File: config.mk
export PLATFORM = sky130hd
export DESIGN_NAME = traffic_phase_ctrl
export DESIGN_NICKNAME = d
export VERILOG_FILES = /design/src/rtl/traffic_phase_ctrl.sv
export SDC_FILE = /design/constraint.sdc
export NUM_CORES = 1
export LEC_CHECK = 0
export ABC_AREA = 1
export ABC_CLOCK_PERIOD_IN_PS = 2000
export CORE_MARGIN = 1.5
export CORE_UTILIZATION = 53
export DETAILED_ROUTE_END_ITERATION = 10
export GPL_TIMING_DRIVEN = 0
export PLACE_DENSITY = 0.75
export REMOVE_ABC_BUFFERS = 1
export SLEW_MARGIN = 20
export SYNTH_ARGS = -nofsm -noshare
export SYNTH_HDL_FRONTEND = slang
export SYNTH_SLANG_ARGS = --single-unit
File: constraint.sdc
create_clock -name sys_clk -period 2 [get_ports sys_clk]
set_clock_uncertainty 0.2 [all_clocks]
set_input_delay 0.2 -clock sys_clk [delete_from_list [all_inputs] [get_ports sys_clk]]
set_output_delay 0.2 -clock sys_clk [all_outputs]
set_load 0.05 [all_outputs]
File: src/rtl/traffic_phase_ctrl.sv
// Traffic-light phase controller: main/side road sequencing with a latched
// pedestrian request and a night flash mode, all timing derived from a 1 s tick.
//
// state | meaning
// ------+---------------------------------------------------------------
// MG    | main green, side red; waits for demand once minimum has elapsed
// MY    | main yellow, side red
// AR1   | all red clearance before side green
// SG    | side green, main red; pedestrian walk at start if latched
// SY    | side yellow, main red
// AR2   | all red clearance before main green (also exit path from FL)
// FL    | night flash: both roads blink yellow/off on every tick
module traffic_phase_ctrl #(
    parameter int TICK_DIV = 27_000_000,
    parameter int T_MG     = 10,
    parameter int T_Y      = 3,
    parameter int T_SG     = 6,
    parameter int T_AR     = 1,
    parameter int T_PED    = 4
) (
    input  logic       sys_clk,
    input  logic       sys_rst,
    input  logic       side_req,
    input  logic       ped_req,
    input  logic       flash_en,
    output logic [2:0] main_led,
    output logic [2:0] side_led,
    output logic       ped_walk,
    output logic [2:0] phase
);

    typedef enum logic [2:0] {
        S_MG  = 3'd0,
        S_MY  = 3'd1,
        S_AR1 = 3'd2,
        S_SG  = 3'd3,
        S_SY  = 3'd4,
        S_AR2 = 3'd5,
        S_FL  = 3'd6
    } state_t;

    localparam int PW    = (TICK_DIV > 2) ? $clog2(TICK_DIV) : 1;
    localparam int T_M1  = (T_MG > T_Y)  ? T_MG : T_Y;
    localparam int T_M2  = (T_SG > T_AR) ? T_SG : T_AR;
    localparam int T_MAX = (T_M1 > T_M2) ? T_M1 : T_M2;
    localparam int TW    = $clog2(T_MAX + 1);

    localparam logic [PW-1:0] PRESC_LAST = PW'(TICK_DIV - 1);
    localparam logic [TW-1:0] MG_LAST    = TW'(T_MG - 1);
    localparam logic [TW-1:0] Y_LAST     = TW'(T_Y - 1);
    localparam logic [TW-1:0] SG_LAST    = TW'(T_SG - 1);
    localparam logic [TW-1:0] AR_LAST    = TW'(T_AR - 1);
    localparam logic [TW-1:0] PED_LIM    = TW'(T_PED);

    localparam logic [2:0] LAMP_G   = 3'b110;
    localparam logic [2:0] LAMP_Y   = 3'b101;
    localparam logic [2:0] LAMP_R   = 3'b011;
    localparam logic [2:0] LAMP_OFF = 3'b111;

    logic [PW-1:0] r_presc;
    logic [TW-1:0] r_timer;
    state_t        r_state;
    logic          r_ped_lat;
    logic          r_walk_en;
    logic          r_flash;
    logic [2:0]    r_main_led;
    logic [2:0]    r_side_led;
    logic          r_ped_walk;

    logic          w_tick;
    logic [PW-1:0] w_presc_nxt;
    logic [TW-1:0] w_timer_nxt;
    state_t        w_state_nxt;
    logic          w_ped_lat_nxt;
    logic          w_walk_en_nxt;
    logic          w_flash_nxt;
    logic [2:0]    w_main_nxt;
    logic [2:0]    w_side_nxt;
    logic          w_walk_nxt;
    logic          w_demand;

    assign w_tick      = (r_presc == PRESC_LAST);
    assign w_presc_nxt = w_tick ? '0 : r_presc + PW'(1);
    assign w_demand    = side_req | r_ped_lat;

    always_comb begin
        w_state_nxt = r_state;
        case (r_state)
            S_MG:  if (w_tick && r_timer >= MG_LAST && w_demand) w_state_nxt = S_MY;
            S_MY:  if (w_tick && r_timer == Y_LAST)  w_state_nxt = S_AR1;
            S_AR1: if (w_tick && r_timer == AR_LAST) w_state_nxt = flash_en ? S_FL : S_SG;
            S_SG:  if (w_tick && r_timer == SG_LAST) w_state_nxt = S_SY;
            S_SY:  if (w_tick && r_timer == Y_LAST)  w_state_nxt = S_AR2;
            S_AR2: if (w_tick && r_timer == AR_LAST) w_state_nxt = flash_en ? S_FL : S_MG;
            S_FL:  if (w_tick && !flash_en)          w_state_nxt = S_AR2;
            default: w_state_nxt = S_MG;
        endcase
    end

    // A transition takes priority over the tick: the timer restarts at zero.
    always_comb begin
        w_timer_nxt   = r_timer;
        w_flash_nxt   = r_flash;
        w_walk_en_nxt = r_walk_en;
        w_ped_lat_nxt = r_ped_lat | ped_req;
        if (w_state_nxt != r_state) begin
            w_timer_nxt = '0;
            if (w_state_nxt == S_SG) begin
                w_walk_en_nxt = r_ped_lat;
                w_ped_lat_nxt = ped_req;
            end
            if (w_state_nxt == S_FL) begin
                w_flash_nxt = 1'b0;
            end
        end else if (w_tick) begin
            if (r_state == S_FL) begin
                w_flash_nxt = ~r_flash;
            end else if (!(r_state == S_MG && r_timer >= MG_LAST)) begin
                w_timer_nxt = r_timer + TW'(1);
            end
        end
    end

    // Outputs are decoded from next-state values so they update with the state.
    always_comb begin
        w_main_nxt = LAMP_R;
        w_side_nxt = LAMP_R;
        case (w_state_nxt)
            S_MG: w_main_nxt = LAMP_G;
            S_MY: w_main_nxt = LAMP_Y;
            S_SG: w_side_nxt = LAMP_G;
            S_SY: w_side_nxt = LAMP_Y;
            S_FL: begin
                w_main_nxt = w_flash_nxt ? LAMP_OFF : LAMP_Y;
                w_side_nxt = w_flash_nxt ? LAMP_OFF : LAMP_Y;
            end
            default: ;
        endcase
        w_walk_nxt = (w_state_nxt == S_SG) && w_walk_en_nxt && (w_timer_nxt < PED_LIM);
    end

    always_ff @(posedge sys_clk) begin
        if (sys_rst) begin
            r_presc    <= '0;
            r_timer    <= '0;
            r_state    <= S_MG;
            r_ped_lat  <= 1'b0;
            r_walk_en  <= 1'b0;
            r_flash    <= 1'b0;
            r_main_led <= LAMP_G;
            r_side_led <= LAMP_R;
            r_ped_walk <= 1'b0;
        end else begin
            r_presc    <= w_presc_nxt;
            r_timer    <= w_timer_nxt;
            r_state    <= w_state_nxt;
            r_ped_lat  <= w_ped_lat_nxt;
            r_walk_en  <= w_walk_en_nxt;
            r_flash    <= w_flash_nxt;
            r_main_led <= w_main_nxt;
            r_side_led <= w_side_nxt;
            r_ped_walk <= w_walk_nxt;
        end
    end

    assign main_led = r_main_led;
    assign side_led = r_side_led;
    assign ped_walk = r_ped_walk;
    assign phase    = r_state;

endmodule

# Yosys cells after proc, flatten, opt, wreduce, memory -nomap -nowiden
# Cells that the tools add are included.
# totals
register_bits,42
inputBits,5
word_cells,69
out_inout_bits,10
# classes
n_addsub,2
n_mux,25
n_eq_ne,14
bitwise_logic,3
n_lt_le_gt_ge,2
reduce_logical,14
# ops
operator,n
$mux 3,9
$add 25x1->25 const B,1
$eq 25x25->1 const B,1
$pmux 3 s7,1
$pmux 3 s3,2
$mux 4,4
$eq 3x3->1 const B,5
$eq 3x2->1 const B,3
$logic_and 1x1->1,9
$mux 1,8
$eq 3x1->1 const B,2
$logic_not 3->1,2
$add 4x1->4 const B,1
$eq 4x2->1 const B,1
$eq 4x3->1 const B,1
$ge 4x4->1 const B,1
$logic_not 4->1,1
$lt 4x3->1 const B,1
$ne 3x3->1,1
$mux 2,1
$or 1x1->1,2
$reduce_or 2->1,1
$logic_not 1->1,1
$not 1->1,1

# Depth between registers and ports, before layout
# Gate-level depths: netlist of the first run.
# depth
depth_word,10
mapped_depth,17
mapped_depth_nobuf,17

# Worst setup path after synthesis of the first run
# Ideal clock, no wire load.
# synth_path
path_type,register to register
from,"reg r_state[0], in the netlist phase[0]"
to,"reg r_ped_walk, in the netlist ped_walk"
period_less_slack_ns,2.426
required_ns,1.683
path_buffers,0
setup_ns,0.117
path_stages_with_launch,14
path_slack_ns,-0.426
arrival_time_ns,2.109
path_cell_list,dfxtp_1 -> inv_1 -> nor3_1 -> nand4_1 -> nand2_1 -> inv_1 -> nand3_1 -> nand2_2 -> inv_2 -> nand3_2 -> nand2_1 -> nand2_1 -> nand2_1 -> nor2_1
# synth_between
elab_chain_len,8
word_cells_on_any_way,27
cone_classes,order compare (1); eq/ne (8); mux (14); reduce/logical (4)
# synth_rtl
item,line_no,text
start: declaration,62,state_t r_state;
start signal: assignment,156,r_state <= w_state_nxt;
branches (longest 7 deep; another with $lt 4x3->1),--,
$logic_and 1x1->1 *,139,w_walk_nxt = (w_state_nxt == S_SG) && w_walk_en_nxt && (w_timer_nxt < PED_LIM);
end signal: assignment,162,r_ped_walk <= w_walk_nxt;
end: declaration,68,logic r_ped_walk;
# Every way passes the cells marked *.
# A chain may end at the register's enable or synchronous reset.

# Worst setup path after layout of the first run
# layout_path
from,reg r_presc[0]
to,"reg r_main_led[1], in the netlist main_led[1]"
# layout_between
elab_chain_len,10
word_cells_on_any_way,24
cone_classes,eq/ne (4); mux (13); reduce/logical (7)
# layout_rtl
item,line_no,text
start: declaration,60,logic [PW-1:0] r_presc;
start signal: assignment,154,r_presc <= w_presc_nxt;
$eq 25x25->1 *,82,assign w_tick = (r_presc == PRESC_LAST);
$logic_and 1x1->1 (2 in a row),89,S_MG: if (w_tick && r_timer >= MG_LAST && w_demand) w_state_nxt = S_MY;
$mux 3,89,
$pmux 3 s7,88,case (r_state)
$eq 3x3->1,"112, 128",
$mux 1,112,if (w_state_nxt == S_FL) begin
$mux 1,106,if (w_state_nxt != r_state) begin
$mux 2,134,w_main_nxt = w_flash_nxt ? LAMP_OFF : LAMP_Y;
$pmux 3 s3 *,128,case (w_state_nxt)
end signal: assignment,160,r_main_led <= w_main_nxt;
end: declaration,66,logic [2:0] r_main_led;
# Every way passes the cells marked *; elsewhere a longest branch is shown, timed or not.

==> results of run 1 <==
layer usage:
| metal | global-route usage (%) | up-vias |
|---|---|---|
| li1 | - | 1229 |
| met1 | 30.7 | 1169 |
| met2 | 37.2 | 138 |
| met4 | 7.76 | 0 |
| met3 | 5.56 | 25 |
| met5 | 0 | - |
cell type report:
class                           instances  area, sq um
Clock buffer                            5         68.8
Clock inverter                          2         10.0
Fill cell                             302         1090
Inverter                               51          201
Multi-Input combinational cell        249         1680
Sequential cell                        42          866
Tap cell                               52         65.1
Timing Repair Buffer                   45          422
Timing Repair inverter                  2         15.0
where the power goes:
part           total [uW]  switching [uW]  internal [uW]
Clock                 543             308            235
Sequential            860            12.3            848
Combinational         150            93.3           56.6
Total                1550             414           1140
state kept, by name, summed over array words and instances, names as in the netlist:
register / cells
side_led: 3
r_timer: 4
main_led: 3
r_walk_en: 1
r_presc: 25
r_ped_lat: 1
phase: 3
ped_walk: 1
r_flash: 1
cell usage after synthesis (all sizes together), types with 2 or more instances:
master | number | area share [%]
nor2 | 55 | 12
xor2 | 6 | 2.1
nand4 | 17 | 4.6
dfxtp | 42 | 34
nor4 | 3 | 1.0
o21a | 4 | 1.2
nand3 | 26 | 6.2
inv | 49 | 7.5
nor3b | 5 | 1.7
o21ai | 9 | 1.8
clkinv | 2 | 0.36
clkbuf | 3 | 0.46
nand2 | 79 | 14
ha | 5 | 2.5
a21oi | 17 | 3.9
nor3 | 15 | 3.3
a31oi | 2 | 0.76
xnor2 | 2 | 0.71
per-stage QoR:
step	cell area, sq um	setup WS [ns]
2_1_floorplan	2440	-0.426
3_3_place_gp	2650	-0.571
3_5_place_dp	2650	-0.621
4_1_cts	3060	-0.270
5_1_grt	3330	-0.446
6_report	3330	-0.310
how the worst min path moves through the flow:
| stage | endpoint | slack [ns] | from | depth (start not counted) |
|---|---|---|---|---|
| 6_report | r_presc[10] | 0.30 | r_presc[10] | 2 |
| 2_1_floorplan | r_flash | 0.06 | sys_rst | 1 |
| 3_5_place_dp | r_presc[0] | 0.25 | r_presc[0] | 1 |
| 4_1_cts | r_presc[20] | 0.29 | r_presc[20] | 2 |
| 5_1_grt | r_presc[10] | 0.33 | r_presc[10] | 2 |
| 3_3_place_gp | r_presc[0] | 0.25 | r_presc[0] | 1 |
cell usage in the layout (no fill, tap or decap), types with 9 or more instances in the layout:
cell type | netlist | layout
a21oi_2 | 3 | 9
buf_4 | 0 | 20
buf_6 | 0 | 10
clkdlybuf4s50_1 | 0 | 11
dfxtp_1 | 42 | 26
dfxtp_2 | 0 | 14
inv_1 | 42 | 37
inv_2 | 7 | 11
nand2_1 | 65 | 55
nand2_2 | 11 | 17
nand3_1 | 23 | 19
nand4_1 | 16 | 16
nor2_1 | 45 | 39
cells by family after synthesis:
logic type,share of synthesized area (%)
compound gates,8.05
xor+xnor,2.85
fa+ha+maj,2.55
buf+inv,8.30
flops,34.2
simple gates,44.0
worst max-delay path: stages, from the launching register on:
cell	delay, ns
dfxtp_2	0.37
ha_4	0.15
nand2_4	0.05
nor2_4	0.16
nand2_4	0.09
nor2_8	0.17
nand3_1	0.12
nand2_2	0.11
nand2_1	0.07
inv_2	0.08
nand4_1	0.19
nand2_4	0.15
nor2_8	0.05
nand3b_1	0.12
nand3_1	0.08
timing repair:
action                                  4_1_cts  5_1_grt
buffers inserted                             23       10
pin swaps                                    18       15
endpoints found under the setup margin       43       43
cloned                                        1        1
resized for setup                            49       59
==> summary.md, run 1 <==
| Metric | Value |
|---|---|
| Peak supply drop | `0.390 mV` |
| Wire length of the first global-routing pass | `9290 um` |
| Hold_ws | `0.305 ns` |
| Clock Sinks | `42` |
| Number of DRC markers in iteration 0 | `242` |
| Final Util | `75.4%` |
| Worst setup startpoint | `r_presc[0]` |
| Fmax | `433 MHz` |
| Inserted Clock Buffers | `5` |
| Initial Util | `55.6%` |
| WL met1 | `2800 um` |
| Crit Path Max Fanout | `7` |
| GRT Util Overall | `23.2%` |
| Post-DP HPWL | `3760 um` |
| Area of the die | `0.00505 sq mm` |
| Max layer used | `met4` |
| Top_reg_cell synth | `dfxtp_1` |
| Clock Path Buffers | `2` |
| Fin cells | `448` |
| Core ar. | `0.00441 sq mm` |
| Max Cap Viol | `0` |
| IO buf count | `14` |
| Met2 Routed Length | `3210 um` |
| DRC | `0` |
| Leakage | `0.00149 uW` |
| R2R Path End | `main_led[1]` |
| Final Critical Period | `2.31 ns` |
| Number of global-route vias before repair | `2078` |
| Crit Path Class | `reg -> reg` |
| Reg2reg setup slack | `-0.31 ns` |
| Die height | `71.1 um` |
| Cell Area, Synth | `0.00246 sq mm` |
| Worst Path Arrival | `2.29 ns` |
| Area Growth Syn to Fin | `35.5%` |
| Yosys reg bits | `42` |
| H-Tree Depth | `2` |
| Distinct cells, synth | `37` |
| CTS clk-pin slew, worst paths | `0.08 ns` |
| Routed met3 length | `488 um` |
| Number of diodes | `0` |
| Outcome | `complete, but fails checks` |
| CP required | `1.98 ns` |
| Share of layout cells above drive strength 1 | `37.4%` |
| Core Rows | `24` |
| Synth Area per Inst | `7.12 sq um` |
| Pin count of the biggest net entering global routing | `13` |
| R2r startpoint | `r_presc[0]` |
| Routed Antenna Nets | `0` |
| Final setup margin | `-0.310 ns` |
| Relative slew slack | `65.8%` |
| Final period util | `116%` |
| Mapped Cells | `345` |
| Slew @ Worst Pin | `0.512 ns` |
| Clk_lat worst skew | `0.31 ns` |
| Dpl cells | `408` |
| Failing checks | `setup timing` |
| Via count | `2561` |
| Post-synth ARST share | `0%` |
| Yosys warns | `0` |
| Number of I/O pins | `15` |
| Initial antenna violation count | `0` |
| WL per Instance | `14.9 um` |
| Startpoint class of the critical path | `flip-flop` |
| Slew Viols, Final | `0` |
| Clock Tree Root | `clkbuf_8` |
| Die X | `71.1 um` |
| EDFF count, synth | `0` |
| Final hold violation count | `0` |
| Total grt overflow | `0` |
| Hold crit path type | `reg -> reg` |
| Final setup viols | `28` |
| Final GP Congestion | `0.880` |
| Nets | `406` |
| Worst Setup End Kind | `flip-flop` |
| Unrepaired setup endpoints after global routing | `true` |
| Routed WL | `6680 um` |
| Final Power | `1550 uW` |
| Via-per-instance ratio | `5.72` |
| Post-synthesis sequential area ratio | `34.2%` |
| Drt first pass iters | `7` |
| TritonCTS clock tree | `built` |
| CP Capture Point | `main_led[1]` |
| Sum Neg Setup Slack | `-5.18 ns` |
| Cells on worst reg2reg path | `14` |
| Pwr dens | `467 mW/mm^2` |
| # hold bufs at CTS | `0` |
Power figures use the tool's default switching activity.
==> run 2, diff against run 1 <==
Settings changed: REMOVE_ABC_BUFFERS 1 to not set.
==> summary.md, run 2 (synthesis gave the netlist of run 1 again) <==
| Metric | Value |
|---|---|
| Slew Viols, Final | `0 (unchanged)` |
| Nets | `404 (-0.49%)` |
| DRC | `0 (unchanged)` |
| Initial Util | `55.6% (unchanged)` |
| Final GP Congestion | `0.885 (+0.53%)` |
| Int Pwr | `1180 uW (+3.4%)` |
| Power share of the combinational group | `8.9% (-0.8 points)` |
| R2r startpoint | `r_presc[0]` |
| Number of DRC markers in iteration 0 | `96 (-60%)` |
| Failing checks | `setup timing` |
| Via-per-instance ratio | `5.22 (-8.6%)` |
| Fmax | `443 MHz (+2.3%)` |
| Total grt overflow | `0 (unchanged)` |
| Pin count of the biggest net entering global routing | `13 (unchanged)` |
| Share of layout cells above drive strength 1 | `33.9% (-3.4 points)` |
| Pwr dens | `482 mW/mm^2 (+3.3%)` |
| CP Capture Point | `ped_walk` |
| Hold crit path type | `in -> reg` |
| Largest registers | `r_presc x25, r_timer x4` |
| Net Count, Synth | `355` |
| Slew @ Worst Pin | `0.592 ns (+0.0798 ns)` |
| Post-DP HPWL | `3810 um (+1.2%)` |
| Area Growth Syn to Fin | `32.2%` |
| Final setup margin | `-0.259 ns (+0.0514 ns)` |
| Initial antenna violation count | `0 (unchanged)` |
| CP required | `1.99 ns (about the same)` |
| Sum Neg Setup Slack | `-3.15 ns (+2.03 ns)` |
| Routed Antenna Nets | `0 (unchanged)` |
| GRT Util Overall | `22.1% (-1.0 points)` |
| Unrepaired setup endpoints after global routing | `true` |
| H-Tree Depth | `2 (unchanged)` |
| Final hold violation count | `0 (unchanged)` |
| Flop pwr share | `54.7% (-0.7 points)` |
| Final setup viols | `17 (-39%)` |
| Relative slew slack | `60.5% (-5.2 points)` |
| Reg2reg setup slack | `-0.26 ns (+0.05 ns)` |
| Outcome | `complete, but fails checks` |
| Die X | `71.1 um (unchanged)` |
| Wire length of the first global-routing pass | `9080 um (-2.3%)` |
| Switch Pwr | `388 uW (-6.2%)` |
| Clock Path Buffers | `2 (unchanged)` |
| Area of the die | `0.00505 sq mm (unchanged)` |
| Clock group share of total power | `36.4% (+1.4 points)` |
| Inserted Clock Buffers | `5 (unchanged)` |
| Worst Path Arrival | `2.25 ns (-0.04 ns)` |
| Worst setup startpoint | `r_presc[0]` |
| Clock Sinks | `42 (unchanged)` |
| TritonCTS clock tree | `built` |
| Most frequent cells in the layout | `53 x nand2_1, 38 x nor2_1, 37 x inv_1` |
| Largest Register | `r_presc` |
| Routed WL | `5530 um (-17%)` |
| # hold bufs at CTS | `0 (unchanged)` |
| Worst Setup End Kind | `flip-flop` |
| Startpoint class of the critical path | `flip-flop` |
| CTS clk-pin slew, worst paths | `0.08 ns (about the same)` |
| IO buf count | `13 (-1)` |
| Max Cap Viol | `0 (unchanged)` |
| Clk_lat worst skew | `0.30 ns (about the same)` |
| WL per Instance | `12.4 um (-17%)` |
| Number of I/O pins | `15 (unchanged)` |
| Clock Tree Root | `clkbuf_8` |
| Core Rows | `24 (unchanged)` |
| Final Critical Period | `2.26 ns (-0.0514 ns)` |
| Peak supply drop | `0.330 mV (-15%)` |
| Leakage | `0.00142 uW (-4.6%)` |
| Cells on worst reg2reg path | `17 (+3)` |
| Number of diodes | `0 (unchanged)` |
| Die height | `71.1 um (unchanged)` |
| Final Util | `73.6% (-1.8 points)` |
| Via count | `2335 (-8.8%)` |
| Core ar. | `0.00441 sq mm (unchanged)` |
| Drt first pass iters | `4 (-3)` |
| R2R Path End | `ped_walk` |
| Max reg flops | `25 (unchanged)` |
| Switch share | `24.8% (-1.9 points)` |
| Commonest non-fill, non-tap cell in the layout | `nand2_1` |
| Crit Path Class | `reg -> reg` |
| Crit Path Max Fanout | `7 (unchanged)` |
| Final period util | `113% (-2.6 points)` |
| Number of global-route vias before repair | `2142 (+3.1%)` |
[run 2: changes by cell type in the layout (fill, tap and decap cells not counted), sizes merged]
cell           before  now
clkinv              4    3
clkinvlp            3    0
dlymetal6s2s        2    0
clkbuf              5    9
dlygate4sd2         1    0
inv                48   49
clkdlybuf4s50      11   13
buf                31   30
[run 2: worst min-delay path by stage]
stage,cells past startpoint,from,endpoint,slack [ns]
2_1_floorplan,1,r_presc[0],r_presc[0],0.24
3_3_place_gp,1,r_presc[0],r_presc[0],0.25
3_5_place_dp,1,r_presc[0],r_presc[0],0.27
4_1_cts,2,sys_rst,r_timer[2],0.15
5_1_grt,2,sys_rst,phase[2],0.18
6_report,2,sys_rst,r_timer[3],0.16
[run 2: stage by stage]
| step | hold slack (ns) | power (uW) | instances | cell area (sq um) | worst slack, ns |
|---|---|---|---|---|---|
| detailed placement | 0.267 | 995 | 410 | 2690 | -0.397 |
| CTS | 0.146 | 1560 | 435 | 3000 | -0.217 |
| finish | 0.159 | 1570 | 447 | 3250 | -0.259 |
| floorplan | 0.240 | 959 | 345 | 2490 | -0.0437 |
| global route | 0.181 | 1630 | 447 | 3250 | -0.388 |
| global placement | 0.254 | 993 | 410 | 2690 | -0.340 |
[run 2: per-layer routing]
layer,global-route usage (%),vias to the layer above,share of wire (%)
li1,-,1222,-
met4,5.03,0,1.1
met2,36.7,38,48
met3,4.70,9,3.1
met1,29.7,1066,48
met5,0,-,0
[run 2: power by group through the flow]
stage	combinational [uW]	sequential, uW	clock, uW
after floorplan	55.3	904	0
after global placement	114	879	0
after detailed placement	115	880	0
after CTS	130	859	575
after global routing	152	859	614
final	139	858	570
[run 2: critical path, cell delays in order (launching register included)]
cell and delay, ns:
dfxtp_4 0.36, ha_4 0.14, nand2_4 0.05, nor2_4 0.15
nand2_4 0.09, nor2_8 0.17, nand3_4 0.10, nand2_2 0.09
nand2_4 0.07, nor2_8 0.10, nand3_4 0.12, buf_4 0.16
nand2_1 0.06, nand2_1 0.05, nand3_1 0.06, nand2_1 0.05
nand2_1 0.07, nor2_1 0.05
[run 2: area by class of cell]
cell class / count / area, sq um
Inverter: 51 / 199
Clock inverter: 1 / 5.00
Clock buffer: 7 / 86.3
Fill cell: 330 / 1170
Sequential cell: 42 / 871
Timing Repair Buffer: 42 / 384
Buffer: 3 / 26.3
Multi-Input combinational cell: 249 / 1610
Tap cell: 52 / 65.1
[run 2: timing repair]
action,CTS,global route
gates resized for setup,28,45
pin swaps,2,6
setup endpoints to repair,36,40
hold endpoints to repair,0,0
setup buffers,17,12
